--- src/rtl/seq_divmod.sv ---
// Multi-cycle signed divide/modulo: restoring shift-subtract, one quotient bit per clock,
// valid/ready on both request and response sides. C semantics (truncate toward zero).
module seq_divmod #(
  parameter int WIDTH = 32
) (
  input  logic             clock,
  input  logic             reset,
  input  logic             in_valid,
  output logic             in_ready,
  input  logic [WIDTH-1:0] in_dividend,
  input  logic [WIDTH-1:0] in_divisor,
  output logic             out_valid,
  input  logic             out_ready,
  output logic [WIDTH-1:0] out_quot,
  output logic [WIDTH-1:0] out_rem,
  output logic             out_div_zero,
  output logic             busy
);

  // state  | meaning
  // IDLE   | waiting for a request, in_ready high
  // RUN    | WIDTH shift-subtract steps on magnitudes
  // FIX    | apply result signs, load output registers
  // DONE   | result presented until out_ready
  localparam logic [1:0] S_IDLE = 2'd0;
  localparam logic [1:0] S_RUN  = 2'd1;
  localparam logic [1:0] S_FIX  = 2'd2;
  localparam logic [1:0] S_DONE = 2'd3;

  localparam int CW = $clog2(WIDTH + 1);
  localparam logic [CW-1:0] CNT_INIT = CW'(WIDTH);
  localparam logic [CW-1:0] CNT_LAST = CW'(1);
  localparam logic [CW-1:0] CNT_ONE  = CW'(1);

  logic [1:0]       state_q, state_d;
  logic [WIDTH-1:0] rem_q, rem_d;
  logic [WIDTH-1:0] quo_q, quo_d;
  logic [WIDTH-1:0] dvs_q, dvs_d;
  logic [CW-1:0]    cnt_q, cnt_d;
  logic             sgnq_q, sgnq_d;
  logic             sgnr_q, sgnr_d;
  logic [WIDTH-1:0] quot_q, quot_d;
  logic [WIDTH-1:0] remo_q, remo_d;
  logic             dz_q, dz_d;
  logic             valid_q, valid_d;

  logic [WIDTH:0]   rem_sh;
  logic [WIDTH:0]   trial;
  logic [WIDTH-1:0] abs_dvd;
  logic [WIDTH-1:0] abs_dvs;

  // Magnitudes are unsigned, so |INT_MIN| = 2^(WIDTH-1) is representable.
  assign abs_dvd = in_dividend[WIDTH-1] ? (~in_dividend + 1'b1) : in_dividend;
  assign abs_dvs = in_divisor[WIDTH-1]  ? (~in_divisor + 1'b1)  : in_divisor;
  assign rem_sh  = {rem_q, quo_q[WIDTH-1]};
  assign trial   = rem_sh - {1'b0, dvs_q};

  always_comb begin
    state_d = state_q;
    rem_d   = rem_q;
    quo_d   = quo_q;
    dvs_d   = dvs_q;
    cnt_d   = cnt_q;
    sgnq_d  = sgnq_q;
    sgnr_d  = sgnr_q;
    quot_d  = quot_q;
    remo_d  = remo_q;
    dz_d    = dz_q;
    valid_d = valid_q;
    case (state_q)
      S_IDLE: begin
        if (in_valid) begin
          sgnq_d = in_dividend[WIDTH-1] ^ in_divisor[WIDTH-1];
          sgnr_d = in_dividend[WIDTH-1];
          dvs_d  = abs_dvs;
          if (in_divisor == '0) begin
            quot_d  = '1;
            remo_d  = in_dividend;
            dz_d    = 1'b1;
            valid_d = 1'b1;
            state_d = S_DONE;
          end else begin
            rem_d   = '0;
            quo_d   = abs_dvd;
            cnt_d   = CNT_INIT;
            state_d = S_RUN;
          end
        end
      end
      S_RUN: begin
        rem_d = trial[WIDTH] ? rem_sh[WIDTH-1:0] : trial[WIDTH-1:0];
        quo_d = {quo_q[WIDTH-2:0], ~trial[WIDTH]};
        cnt_d = cnt_q - CNT_ONE;
        if (cnt_q == CNT_LAST) state_d = S_FIX;
      end
      S_FIX: begin
        quot_d  = sgnq_q ? (~quo_q + 1'b1) : quo_q;
        remo_d  = sgnr_q ? (~rem_q + 1'b1) : rem_q;
        dz_d    = 1'b0;
        valid_d = 1'b1;
        state_d = S_DONE;
      end
      default: begin
        if (out_ready) begin
          valid_d = 1'b0;
          state_d = S_IDLE;
        end
      end
    endcase
  end

  always_ff @(posedge clock or posedge reset) begin
    if (reset) begin
      state_q <= S_IDLE;
      rem_q   <= '0;
      quo_q   <= '0;
      dvs_q   <= '0;
      cnt_q   <= '0;
      sgnq_q  <= 1'b0;
      sgnr_q  <= 1'b0;
      quot_q  <= '0;
      remo_q  <= '0;
      dz_q    <= 1'b0;
      valid_q <= 1'b0;
    end else begin
      state_q <= state_d;
      rem_q   <= rem_d;
      quo_q   <= quo_d;
      dvs_q   <= dvs_d;
      cnt_q   <= cnt_d;
      sgnq_q  <= sgnq_d;
      sgnr_q  <= sgnr_d;
      quot_q  <= quot_d;
      remo_q  <= remo_d;
      dz_q    <= dz_d;
      valid_q <= valid_d;
    end
  end

  assign in_ready     = (state_q == S_IDLE);
  assign busy         = (state_q != S_IDLE);
  assign out_valid    = valid_q;
  assign out_quot     = quot_q;
  assign out_rem      = remo_q;
  assign out_div_zero = dz_q;

endmodule

--- config.mk ---
export PLATFORM = sky130hd
export DESIGN_NAME = seq_divmod
export DESIGN_NICKNAME = d
export VERILOG_FILES = /design/src/rtl/seq_divmod.sv
export SDC_FILE = /design/constraint.sdc
export NUM_CORES = 1
export LEC_CHECK = 0
export CAP_MARGIN = 20
export CELL_PAD_IN_SITES_DETAIL_PLACEMENT = 2
export CELL_PAD_IN_SITES_GLOBAL_PLACEMENT = 2
export CORE_ASPECT_RATIO = 1.75
export CORE_UTILIZATION = 37
export DETAILED_ROUTE_END_ITERATION = 8
export HOLD_SLACK_MARGIN = 0.12
export PLACE_DENSITY = 0.86
export SYNTH_ARGS = -nofsm -noshare
export SYNTH_HDL_FRONTEND = slang
export SYNTH_SLANG_ARGS = --single-unit
--- constraint.sdc ---
create_clock -name clock -period 11.05 [get_ports clock]
set_input_delay 2.7625 -clock clock [delete_from_list [all_inputs] [get_ports clock]]
set_output_delay 2.7625 -clock clock [all_outputs]
set_load 0.02 [all_outputs]
# Yosys cells after proc, flatten, opt, wreduce, memory -nomap -nowiden
# Cells that the tools add are included.
[op_classes] add_sub_neg=6 eq_ne=7 muxes=30 bitwise=7 reduce_logical=12
[ops] cell="two-way mux 32 bit" count=13
[ops] cell="case mux 32 bit (2 select lines)" count=4
[ops] cell="adder 32 x 1 -> 32 bit, second input constant" count=4
[ops] cell="NOT 32 bit" count=4
[ops] cell="subtractor 33 x 32 -> 33 bit" count=1
[ops] cell="zero test 32 bit" count=1
[ops] cell="two-way mux 6 bit" count=2
[ops] cell="case mux 6 bit (2 select lines)" count=1
[ops] cell="AND reduction 3 bit" count=3
[ops] cell="two-way mux 2 bit" count=4
[ops] cell="equality test 6 x 1 -> 1 bit, second input constant" count=1
[ops] cell="!= test 2 bit, second input constant" count=3
[ops] cell="case mux 2 bit (3 select lines)" count=1
[ops] cell="nonzero test 2 bit" count=3
[ops] cell="subtractor 6 x 1 -> 6 bit, second input constant" count=1
[ops] cell="AND reduction 4 bit" count=1
[ops] cell="nonzero test 4 bit" count=1
[ops] cell="two-way mux 1 bit" count=3
[ops] cell="case mux 1 bit (3 select lines)" count=1
[ops] cell="nonzero test 3 bit" count=1
[ops] cell="equality test 2 x 1 -> 1 bit, second input constant" count=1
[ops] cell="equality test 2 bit, second input constant" count=1
[ops] cell="zero test 2 bit" count=1
[ops] cell="!= test 2 x 1 -> 1 bit, second input constant" count=1
[ops] cell="other kinds (4)" count=5
[word_totals] ff_bits=172 output_inout_bits=68

# Depth between registers and ports, before layout
[depth] word_depth=6 ltp_mapped=14 mapped_depth_nobuf=13

# Worst setup path before layout
# No wires, ideal clock.
[synth_path] path_type="input to register" start="input in_dividend[12]" end="register quo_q[24]" arrival_time_ps=4902 t_required_ps=10916 path_slack_ps=6015 stages=10 path_buffers=0 cell_sequence="or4_4 > or4_1 > or3_1 > inv_1 > nand2_1 > o31ai_1 > xor2_1 > nor2_1 > a21oi_1 > o21ai_0"
[synth_between] elab_chain_len=6
[synth_rtl] item="start, declared" line="10" rtl="input logic [WIDTH-1:0] in_dividend,"
[synth_rtl] item="NOT 32 bit" line="53" rtl="assign abs_dvd = in_dividend[WIDTH-1] ? (~in_dividend + 1'b1) : in_dividend;"
[synth_rtl] item="adder 32 x 1 -> 32 bit" line="53"
[synth_rtl] item="two-way mux 32 bit" line="53"
[synth_rtl] item="two-way mux 32 bit" line="76" rtl="if (in_divisor == '0) begin"
[synth_rtl] item="two-way mux 32 bit" line="72" rtl="if (in_valid) begin"
[synth_rtl] item="case mux 32 bit (2 select lines)" line="70" rtl="case (state_q)"
[synth_rtl] item="end signal, assigned" line="128" rtl="quo_q <= quo_d;"
[synth_rtl] item="end, declared" line="37" rtl="logic [WIDTH-1:0] quo_q, quo_d;"
# No other way between the ends. The select of a mux whose other input is x is not followed.
# A chain may end at the register's enable or synchronous reset.

# Final worst setup path
[layout_path] start="input in_divisor[6]" end="register quo_q[4]"
[layout_between] elab_chain_len=3
[layout_rtl] item="start, declared" line="11" rtl="input logic [WIDTH-1:0] in_divisor,"
[layout_rtl] item="zero test 32 bit" line="76"
[layout_rtl] item="!= test 2 bit (no source line)"
[layout_rtl] item="AND reduction 3 bit (no source line)"
# No other way between the ends.

==> flow_summary.ini <==
[place]
io_buffers = 135
place_area_um2 = 13120
post-place-cells = 1831
gp_congestion = 0.8227
place_hpwl_mm = 28.56

[power]
pwr_density_cell_nw_per_um2 = 259.0
leakagePower_nw = 5.773
max-vdd-ir-drop_uv = 141.9

[job]
drv_cap = 0

[critical_path]
crit_arrival_ps = 6650
reg2reg_to = rem_q[1]
worstPathRequired_ps = 11350
reg2reg_from = quo_q[31]
worstSetupEndpointType = flip-flop
rr_worst_depth = 14
worstPathMaxFanout = 58
regToRegSetupSlack_ps = 6500
crit_path_start_kind = input port
path_class = input port to flip-flop

[timing]
clock_skew_ps = 13.19
finalSetupTns_ps = 0
rsz0062_at_grt = no
period_minus_slack_ps = 6349
setup_viol = 0
fin_crit_sh_pct = 57.46
worst_pin_slew_ps = 1105
fmax_mhz = 157.5
slew_headroom_pct = 26.11
hold_viol_final = 0
whs_ps = 477.0
report.final.slew_viol_count = 0

[grt]
gr-total-overflow = 0
grt_max_degree = 68
grt_pass1_vias = 11739
grt_pass1_wl_mm = 62.85
antenna_found_initial = 0
track_usage_pct = 25.32

[final_layout]
drive_gt1_share_pct = 4.875
design_area_um2 = 13730
fin_nets = 1576
diodes = 0
layout_common_cells = nand2_1 (191), dfrtp_1 (172), o21ai_0 (138)
final_common_cell = nand2_1
syn2layout_area_growth_pct = 19.93
n_fill_cell = 3392
final_cells = 1864

[routing]
firstDrtPassIters = 4
via_per_inst = 5.628
drt_wl_total_mm = 38.36
ant_nets = 0
drc = 0
vias = 10490
drtIter0Drc = 535
wl_per_cell_um = 20.58

[synthesis]
synth_flop_cell = dfrtp_1
synth_fp_nets = 1474
syn_area_um2 = 11450
synth-edff-count = 0
synthCells = 1363
async_reset_ff_share_pct = 100.0
avgSynthCellArea_um2 = 8.399
ys_types = 65
ys_seq_area_share_pct = 37.60
synth_warnings = 0
ys_ff_latch = 172

[clock_network]
cts_buffers = 17
clock_sinks = 172
ctsResizeCount = 0
clk_pin_slew_ps = 70
root_buffer = clkbuf_16
h-tree-depth = 4
postCtsSetupBuffers = 0
cts_tree = done
insertion_delay_ps = 460
clockBufferDepth = 2
hold_buffers = 0

[die]
io_pins = 136
die-area_um2 = 31670
fp-row-count = 84
die_w_um = 135.0
start_util_pct = 37.82
core_area_um2 = 30270
die_h_um = 234.7

[hold_path]
min_to = dvs_q[12]
hp-start = dvs_q[12]
worstHoldPathCells = 2
min_path_type = flip-flop to flip-flop

[status]
status = complete, no violations
==> layout make-up <==
type	instances	area (µm²)	area share (%)
multi-input cells	1069	6676	48.63
flip-flops and latches	172	4304	31.35
repair buffers	149	1476	10.75
well taps	387	484.2	3.527
clock buffers	17	425.4	3.099
inverters	56	215.2	1.568
clock inverters	14	146.4	1.066
==> cells in the mapped netlist (all sizes together) (10+ instances only) <==
cell	number	share of area (%)
nand2	192	6.3
dfrtp	172	38
o21ai	169	7.4
nor2	124	4.1
a21oi	120	5.2
xor2	110	8.4
inv	56	1.8
clkbuf	45	1.5
ha	42	4.6
xnor2	41	3.1
o31ai	38	2.5
mux2i	32	2.8
or3	22	1.2
buf	21	0.98
o41ai	17	1.7
nand2b	16	1.0
o22ai	15	0.82
a21o	13	0.85
nor3	12	0.52
nor4	12	0.92
nand3	10	0.44
==> state kept, by name, indices dropped and copies added, names as in the netlist <==
signal	count
sgnq_q	1
out_div_zero	1
dvs_q	32
out_valid	1
state_q	2
cnt_q	6
rem_q	32
quo_q	32
out_rem	32
sgnr_q	1
out_quot	32
==> cell families (layout without fill, tap and decap cells) <==
kind of cell	Yosys count	count (layout)	synth area share, %
buf+inv	122	236	4.296
fa+ha+maj	43	43	4.766
mux	33	33	2.897
xor+xnor	151	151	11.55
compound gates	411	411	21.60
simple gates	431	431	17.29
flops	172	172	37.60
==> metal layers <==
| layer | up-vias | track usage (%) | routed length [µm] |
|---|---|---|---|
| met2 | 186 | 49.55 | 21990 |
| met3 | 72 | 3.776 | 863 |
| met1 | 5281 | 25.65 | 14070 |
| met4 | 0 | 11.10 | 1438 |
| met5 | - | 0 | 0 |
| li1 | 4951 | - | - |
==> metrics by stage <==
stage	total power [mW]	worst slack, ps	utilization (%)
finish	3.556	4701	45.35
global placement	2.799	4488	43.35
detailed placement	2.927	4182	43.35
CTS	3.577	4600	45.24
global route	3.814	4409	45.35
floorplan	2.255	3627	-
==> worst max-delay path: stages <==
cell,delay (ps)
clkdlybuf4s50_1,490
nor4_1,530
nor2b_1,360
nand4_2,250
nor4_4,510
a2bb2oi_4,860
buf_4,580
o21ai_0,240
==> power breakdown <==
group          switching, mW  internal, mW
Clock                  0.273         0.332
Combinational           1.15         0.702
Sequential             0.230         0.865
Total                   1.66          1.90
==> worst max path at each step <==
stage	from	end	slack (ps)	cells after the start
floorplan	reset	cnt_q[0]	3630	1
global route	in_divisor[6]	quo_q[14]	4410	8
global placement	in_divisor[6]	quo_q[4]	4490	8
CTS	in_divisor[6]	quo_q[4]	4600	8
detailed placement	in_divisor[6]	quo_q[4]	4180	8
finish	in_divisor[6]	quo_q[4]	4700	8
Power figures use the tool's default switching activity.
